File: config.mk
export PLATFORM = sky130hd
export DESIGN_NAME = pipeline_hazard_controller
export DESIGN_NICKNAME = d
export VERILOG_FILES = /design/src/rtl/hazard_pkg.sv /design/src/rtl/load_use_detect.sv /design/src/rtl/pipeline_hazard_controller.sv
export SDC_FILE = /design/constraint.sdc
export NUM_CORES = 1
export LEC_CHECK = 0
export CAP_MARGIN = 30
export CORE_AREA = 4 4 73 75
export CTS_CLUSTER_DIAMETER = 150
export CTS_CLUSTER_SIZE = 40
export DETAILED_ROUTE_END_ITERATION = 12
export DIE_AREA = 0 0 77 79
export HOLD_SLACK_MARGIN = 0.1
export PLACE_DENSITY = 0.78
export SLEW_MARGIN = 15
export SYNTH_ARGS = -nofsm -noshare
export SYNTH_HDL_FRONTEND = slang
export SYNTH_SLANG_ARGS = --single-unit
File: constraint.sdc
create_clock -name clk -period 2.7 [get_ports clk]
set_input_delay 0.54 -clock clk [delete_from_list [all_inputs] [get_ports clk]]
set_output_delay 0.54 -clock clk [all_outputs]
set_load 0.005 [all_outputs]
File: src/rtl/hazard_pkg.sv
// Shared types and constants for the pipeline hazard controller.
// The control bundle groups the five pipeline steering signals so each case is a single constant.
package hazard_pkg;

   typedef enum logic {
      RUN      = 1'b0,
      MEM_WAIT = 1'b1
   } state_t;

   localparam logic [4:0] REG_ZERO = 5'd0;

   typedef struct packed {
      logic pc_write;
      logic if_id_write;
      logic if_id_flush;
      logic id_ex_flush;
      logic pipe_hold;
   } ctrl_t;

   localparam ctrl_t CTRL_RUN = '{
      pc_write: 1'b1, if_id_write: 1'b1, if_id_flush: 1'b0, id_ex_flush: 1'b0, pipe_hold: 1'b0
   };

   localparam ctrl_t CTRL_RESET = '{
      pc_write: 1'b0, if_id_write: 1'b0, if_id_flush: 1'b1, id_ex_flush: 1'b1, pipe_hold: 1'b0
   };

   localparam ctrl_t CTRL_HOLD = '{
      pc_write: 1'b0, if_id_write: 1'b0, if_id_flush: 1'b0, id_ex_flush: 1'b0, pipe_hold: 1'b1
   };

   localparam ctrl_t CTRL_REDIRECT = '{
      pc_write: 1'b1, if_id_write: 1'b1, if_id_flush: 1'b1, id_ex_flush: 1'b1, pipe_hold: 1'b0
   };

   // Bubble into EX while PC and IF/ID hold the dependent instruction for one cycle.
   localparam ctrl_t CTRL_LOAD_USE = '{
      pc_write: 1'b0, if_id_write: 1'b0, if_id_flush: 1'b0, id_ex_flush: 1'b1, pipe_hold: 1'b0
   };

endpackage

File: src/rtl/load_use_detect.sv
// Flags an ID instruction that reads the destination of a load currently in EX.
// Purely combinational, zero latency; x0 is never a dependency.
module load_use_detect
   import hazard_pkg::*;
(
   input  logic [4:0] id_src1_addr,
   input  logic [4:0] id_src2_addr,
   input  logic       id_uses_src1,
   input  logic       id_uses_src2,
   input  logic [4:0] id_ex_dest_addr,
   input  logic       id_ex_mem_read,
   output logic       load_use_hazard
);

   logic src1_match;
   logic src2_match;

   assign src1_match = id_uses_src1 && (id_src1_addr == id_ex_dest_addr);
   assign src2_match = id_uses_src2 && (id_src2_addr == id_ex_dest_addr);

   assign load_use_hazard = id_ex_mem_read
                          && (id_ex_dest_addr != REG_ZERO)
                          && (src1_match || src2_match);

endmodule

File: src/rtl/pipeline_hazard_controller.sv
// Stall/flush sequencing for the 5-stage pipeline: load-use, EX redirects and data-memory waits.
// Controls are Mealy (same cycle as inputs); memory waits freeze the whole pipe until ready or timeout.
module pipeline_hazard_controller
   import hazard_pkg::*;
#(
   parameter int CNT_W       = 16,
   parameter int MEM_TIMEOUT = 64,
   parameter int TMO_W       = 8
)
(
   input  logic             clk,
   input  logic             rst,
   input  logic [4:0]       id_src1_addr,
   input  logic [4:0]       id_src2_addr,
   input  logic             id_uses_src1,
   input  logic             id_uses_src2,
   input  logic [4:0]       id_ex_dest_addr,
   input  logic             id_ex_mem_read,
   input  logic             ex_redirect,
   input  logic             mem_req,
   input  logic             mem_ready,
   output logic             pc_write,
   output logic             if_id_write,
   output logic             if_id_flush,
   output logic             id_ex_flush,
   output logic             pipe_hold,
   output logic             mem_error,
   output logic [CNT_W-1:0] stall_count,
   output logic [CNT_W-1:0] flush_count
);

   localparam bit              TMO_EN   = (MEM_TIMEOUT != 0);
   localparam logic [TMO_W-1:0] TMO_LAST = TMO_W'((MEM_TIMEOUT > 0) ? MEM_TIMEOUT - 1 : 0);

   state_t           state;
   state_t           state_nxt;
   logic [TMO_W-1:0] wait_cnt;
   logic [TMO_W-1:0] wait_cnt_nxt;
   ctrl_t            ctrl;
   logic             mem_err_c;
   logic             redirect_taken;
   logic             load_use_hazard;

   load_use_detect u_load_use_detect (
      .id_src1_addr    (id_src1_addr),
      .id_src2_addr    (id_src2_addr),
      .id_uses_src1    (id_uses_src1),
      .id_uses_src2    (id_uses_src2),
      .id_ex_dest_addr (id_ex_dest_addr),
      .id_ex_mem_read  (id_ex_mem_read),
      .load_use_hazard (load_use_hazard)
   );

   always_comb begin
      ctrl           = CTRL_RUN;
      state_nxt      = state;
      wait_cnt_nxt   = wait_cnt;
      mem_err_c      = 1'b0;
      redirect_taken = 1'b0;
      if (rst) begin
         ctrl = CTRL_RESET;
      end else begin
         case (state)
            RUN: begin
               // A stalled memory access freezes EX, so a redirect or load-use there is seen again later.
               if (mem_req && !mem_ready) begin
                  ctrl         = CTRL_HOLD;
                  state_nxt    = MEM_WAIT;
                  wait_cnt_nxt = TMO_W'(1);
               end else if (ex_redirect) begin
                  ctrl           = CTRL_REDIRECT;
                  redirect_taken = 1'b1;
               end else if (load_use_hazard) begin
                  ctrl = CTRL_LOAD_USE;
               end
            end
            MEM_WAIT: begin
               ctrl = CTRL_HOLD;
               if (mem_ready) begin
                  state_nxt    = RUN;
                  wait_cnt_nxt = '0;
               end else if (TMO_EN && (wait_cnt == TMO_LAST)) begin
                  // Access is abandoned; recovery belongs to the trap path.
                  mem_err_c    = 1'b1;
                  state_nxt    = RUN;
                  wait_cnt_nxt = '0;
               end else begin
                  wait_cnt_nxt = wait_cnt + 1'b1;
               end
            end
            default: begin
               state_nxt    = RUN;
               wait_cnt_nxt = '0;
            end
         endcase
      end
   end

   always_ff @(posedge clk) begin
      if (rst) begin
         state       <= RUN;
         wait_cnt    <= '0;
         stall_count <= '0;
         flush_count <= '0;
      end else begin
         state    <= state_nxt;
         wait_cnt <= wait_cnt_nxt;
         if (!ctrl.pc_write && (stall_count != '1)) begin
            stall_count <= stall_count + 1'b1;
         end
         if (redirect_taken && (flush_count != '1)) begin
            flush_count <= flush_count + 1'b1;
         end
      end
   end

   assign pc_write    = ctrl.pc_write;
   assign if_id_write = ctrl.if_id_write;
   assign if_id_flush = ctrl.if_id_flush;
   assign id_ex_flush = ctrl.id_ex_flush;
   assign pipe_hold   = ctrl.pipe_hold;
   assign mem_error   = mem_err_c;

endmodule
==> run_results.csv <==
group,metric,value,unit
run_status,outcome,"complete, no violations",
route,drc,0,
yosys,yosysMostFrequentCell,"dfxtp_1",
yosys,syn_avg_cell_area,8.34,sq um
timing,finalClockSkew,0.00752,ns
floorplanning,core,4660,sq um
route,routed_via_density,5.36,
floorplanning,top_level_ports,61,
cts,clk_path_buf_depth,2,
global_route,gr-usage-all-layers,17.6,%
yosys,synth_area_leaders,"dfxtp_1, xnor2_1, nor2_1",
final_layout,area_growth,38.4,%
pwr,p_leak,1.07,nW
global_route,grt_first_pass_wirelength,8860,um
placement,placed_cell_area,2910,sq um
yosys,synth_seq_area_share,37.4,%
route,drtIter0Drc,101,
route,routedWlPerCell,13.0,um
cts,htreeDepth,2,
worst_setup_path,r2r-start,"stall_count[0]",
hold_path,hold_class,"register to register",
placement,io_buffers,60,
final_layout,fin_nets,365,
floorplanning,fp.dieArea,6080,sq um
pwr,ir_drop,0.271,mV
floorplanning,rows,25,
worst_setup_path,cp.arrival,2.10,ns
cts,numClockSinks,41,
worst_setup_path,crit_required,2.16,ns
timing,worstMarginPinSlew,0.554,ns
yosys,synth_top_flop_cell,"dfxtp_1",
hold_path,hold_start,"wait_cnt[7]",
placement,place_inst,384,
final_layout,finalInstanceArea,3040,sq um
yosys,synth_fp_nets,289,
worst_setup_path,cp-start-kind,"input pin",
timing,slew_headroom,62.8,%
timing,totalNegativeSetupSlack,0,ns
route,vias,2108,
yosys,synth_edf_count,0,
placement,gp_congestion,0.821,
yosys,synth_cell_types,46,
final_layout,n_fill_cell,398,
cts,cts_buffers,5,
pwr,powerDensity,399,nW/um^2
flow_run,max-cap-violations,0,
global_route,grt_pass1_vias,1997,
worst_setup_path,crit_fanout,2,
cts,cts_root_buf,"clkbuf_8",
timing,finalCriticalPeriod,2.64,ns
route,postRouteAntennaNets,0,
worst_setup_path,critPathKind,"input pin to output pin",
cts,clock_latency,0.29,ns
cts,ctsHoldBuffers,0,
timing,rsz0062_at_grt,"false",
global_route,grt_max_degree,36,
yosys,ys_async_sr_fraction,0,%
yosys,synth_commonest_cells,"dfxtp_1, nor2_1, nand2_1, xnor2_1, nand3_1",
yosys,ys.warnings.count,0,
yosys,synth.top_cell.area_share,37.4,%
floorplanning,initial_core_util,47.1,%
cts,clkTransAtPathRegs,0.08,ns
global_route,antenna_found_initial,0,
final_layout,drive_gt1_share,13.0,%
global_route,overflow,0,
cts,tritoncts,"yes",
timing,setup_viol,0,
final_layout,fin_cells,393,
timing,timing.final.crit_share,97.9,%
worst_setup_path,endpoint_kind,"output pin",
timing,fmax,378,MHz
yosys,ys_seq_elements,41,
floorplanning,dieWidth,77,um
yosys,synth_area,2190,sq um
final_layout,antenna_cells,0,
timing,slew_violations,0,
placement,dp_hpwl,3820,um
timing,final-hold-violation-count,0,
worst_setup_path,worstSetupStartpoint,"id_ex_dest_addr[3]",
yosys,synth_cells,263,
route,first_pass_iters,4,
route,wirelength,5100,um
floorplanning,die_h,79,um
yosys,synth_top_area_cell,"dfxtp_1",
## flip-flops by register name (all words and copies together) (netlist names)
name and count:
flush_count 16, wait_cnt 8, state 1, stall_count 16
## worst paths after layout
| path | depth (start not counted) | slack [ns] | to |
|---|---|---|---|
| worst min-delay path | 2 | 0.50 | wait_cnt[7] |
| worst min register to register | 2 | 0.50 | wait_cnt[7] |
| worst max register to register | 8 | 0.73 | stall_count[1] |
| worst max-delay path | 6 | 0.06 | id_ex_flush |
## critical path, stage by stage
cell and delay, ns:
clkdlybuf4s50_1 0.42, or4_4 0.50, o21ai_4 0.15, and2b_1 0.20, a21o_1 0.17, buf_2 0.13
## stage by stage
stage / hold WS (ns) / worst slack [ns] / power (W) / utilization [%]
floorplan: 0.465 / 0.462 / 0.000726 / -
global placement: 0.481 / -0.338 / 0.000812 / 62.5
detailed placement: 0.500 / -0.401 / 0.000816 / 62.5
CTS: 0.507 / 0.0257 / 0.00122 / 64.4
global route: 0.549 / 0.0190 / 0.00127 / 65.2
finish: 0.501 / 0.0570 / 0.00121 / 65.2
## cell type report
cell class	instances	area (sq um)	area share [%]
clock buffer	6	82.6	2.72
clock inverter	1	7.51	0.247
inverter	9	33.8	1.11
multi-input combinational	203	1280	42.3
sequential	41	823	27.1
tap	54	67.6	2.22
timing repair buffer	79	737	24.3
## layer usage
layer	vias up	track usage, %	share of wire (%)	wire [um]
met4	0	4.63	0.65	33
met3	5	5.22	4.2	214
met5	-	0	0	0
li1	1083	-	-	-
met2	42	31.2	49	2520
met1	978	20.8	46	2330
## timing repair
| item | CTS | global route |
|---|---|---|
| endpoints found under the setup margin | 3 | 3 |
| pin swaps | 2 | 3 |
| gates resized for setup | 11 | 6 |
| buffers inserted | 0 | 2 |
## layout by cell type (no fill, tap or decap), types with 3 or more instances in the layout
master           count
a21oi_1             17
and3_1               6
and4_4               3
buf_4               19
clkbuf_8             6
clkdlybuf4s50_1     54
dfxtp_1             39
dlygate4sd2_1        3
ha_1                 3
inv_1                9
nand2_1             21
nand3_1             18
nand4_1              9
nor2_1              31
nor4_1               3
o21ai_0             12
o21ai_1              8
or3_1               13
xnor2_1             19
xor2_1              10
## logic make-up (layout without fill, tap and decap cells)
group	Yosys count	count (layout)	synth area share [%]
buffers and inverters	19	95	4.96
muxes	2	2	1.14
adders and majority gates	3	3	1.71
DFF	41	41	37.4
AOI/OAI and AO/OA	52	52	15.4
xor gates and xnor gates	29	29	11.6
and+or+nand+nor	117	117	27.8
## report_power, final
group	total [W]	switching, W	internal [W]	leakage [nW]
Sequential	0.000628	0.0000139	0.000615	0.332
Combinational	0.000172	0.0000765	0.0000960	0.693
Clock	0.000411	0.000209	0.000202	0.0433
Power figures use the tool's default switching activity.
==> RTL edit: new RTL, config.mk and constraints unchanged <==
Make the reset (`rst`) asynchronous in one clocked block.
--- a/src/rtl/pipeline_hazard_controller.sv
+++ b/src/rtl/pipeline_hazard_controller.sv
@@ -96,7 +96,7 @@
       end
    end
 
-   always_ff @(posedge clk) begin
+   always_ff @(posedge clk or posedge rst) begin
       if (rst) begin
          state       <= RUN;
          wait_cnt    <= '0;
Behaviour: differs if rst is asserted again (counterexample within 4 cycles, from zero or initial values and one cycle with rst high); with rst held inactive, the same outputs for 10 cycles.
==> RTL edit against the unedited design <==
- routed wire length is 4.5% lower
- highest routed layer unchanged
- cell area hardly changed
- synthesized area fell by 2.6%
- maximum frequency grew 1.4%
- non-clock buffer count stayed put
- largest cell class unchanged
- setup slack better by 0.036 ns
- sequential cell count unchanged
Power is not compared: it rests on default switching activity, and its combinational part moved more than twofold at a synthesized area within 25%.
==> RTL edit: results (changes against the unedited design) <==
Worst setup path
  • Worst-path fanout max: 3 (was 2)
  • WP data arrival: 2.07 ns (was 2.10 ns)
  • Worst Setup SP: id_ex_dest_addr[1] (was id_ex_dest_addr[3])
  • Flop-to-flop setup slack: 0.51 ns (was 0.73 ns)
  • Worst setup path endpoint: if_id_write (was id_ex_flush)
  • Worst r2r dst: stall_count[13] (was stall_count[1])
  • Reg2Reg Launch Point: stall_count[0] (unchanged)

Routing
  • Metal2 WL: 2.46 mm (was 2.52 mm)
  • Routed WL: 4.87 mm (was 5.10 mm)
  • 1st-iter DRT viols: 64 (was 101)
  • WL per Instance: 14.0 um (was 13.0 um)
  • Metal3 WL: 243 um (was 214 um)
  • Vias: 1806 (was 2108)
  • Met1 WL: 2.13 mm (was 2.33 mm)

Placement
  • Placed cell count: 338 (was 384)
  • Setup slack at placement: -0.388 ns (was -0.401 ns)
  • Area post-placement: 2900 um2 (was 2910 um2)
  • GPL Wtd Cong: 0.802 (was 0.821)
  • Final HPWL DP: 3.66 mm (was 3.82 mm)

Logic synthesis
  • Async set-reset flop share out of synthesis: 100% (was 0%)
  • Dominant cells by area after synthesis: dfrtp_1 48%, xnor2_1 11%, xor2_1 7.8%, nand4_1 3.8%, nor2_1 3.5% (was dfxtp_1 37%, xnor2_1 7.6%, nor2_1 5.3%, nand3_1 4.1%, xor2_1 4.0%)
  • Post-synth top cells: 41 x dfrtp_1, 26 x xnor2_1, 20 x nor2_1 (was 41 x dfxtp_1, 31 x nor2_1, 21 x nand2_1)
  • Compound-Gate Fraction of Synth Area: 4.16% (was 15.4%)
  • Post-synthesis xor/xnor area fraction: 18.5% (was 11.6%)
  • Post-synthesis mux area share: 1.58% (was 1.14%)
  • Register area share after synthesis: 48.0% (was 37.4%)
  • Adder-Cell Fraction of Synth Area: 1.76% (was 1.71%)

STA
  • Hold WS: 0.487 ns (was 0.501 ns)
  • Slew @ Worst Pin: 0.468 ns (was 0.554 ns)
  • Clk_skew: 0.00962 ns (was 0.00752 ns)
  • Tmin final: 2.61 ns (was 2.64 ns)

Global routing
  • First-pass GRT wire length: 8.47 mm (was 8.86 mm)
  • Met1 GRT Util: 20.5% (was 20.8%)
  • Met3 Resource Use GR: 5.10% (was 5.22%)
  • Global-route usage over all layers: 17.1% (was 17.6%)
  • Largest net degree at the start of global routing: 25 (was 36)
  • GR Util met2: 30.1% (was 31.2%)
  • Number of global-route vias before repair: 1890 (was 1997)

Finish
  • Final nets: 319 (was 365)
  • Layout cells sized above 1: 14.3% (was 13.0%)

Hold path
  • Worst Hold Class: in -> async (was reg -> reg)

Run status
  • Status: finished clean (unchanged)

Clock tree
  • Setup Buffers After CTS: 1 (was 0)
  • Post-cts resize count: 13 (was 11)
  • Clk slew on worst S/H paths: 0.07 ns
[RTL edit: critical path, stage by stage]
cell and delay [ns]:
dlygate4sd2_1 0.26, or4_4 0.54, o21ai_2 0.19, nand2b_4 0.16
o21a_1 0.13, dlygate4sd2_1 0.24
[RTL edit: logic make-up (layout without fill, tap and decap cells)]
| logic type | count (synthesis) | after routing |
|---|---|---|
| simple gates | 92 | 92 |
| xor+xnor | 45 | 45 |
| flops | 41 | 41 |
| compound gates | 14 | 14 |
| buf+inv | 13 | 95 |
| fa+ha+maj | 3 | 3 |
| mux | 3 | 3 |
[RTL edit: cell type report]
| type | instances | area [um2] |
|---|---|---|
| well taps | 54 | 67.6 |
| inverters | 9 | 37.5 |
| flip-flops and latches | 41 | 1030 |
| fillers | 378 | 1630 |
| clock inverters | 2 | 35.0 |
| clock buffers | 5 | 68.8 |
| multi-input cells | 157 | 1070 |
| repair buffers | 79 | 732 |
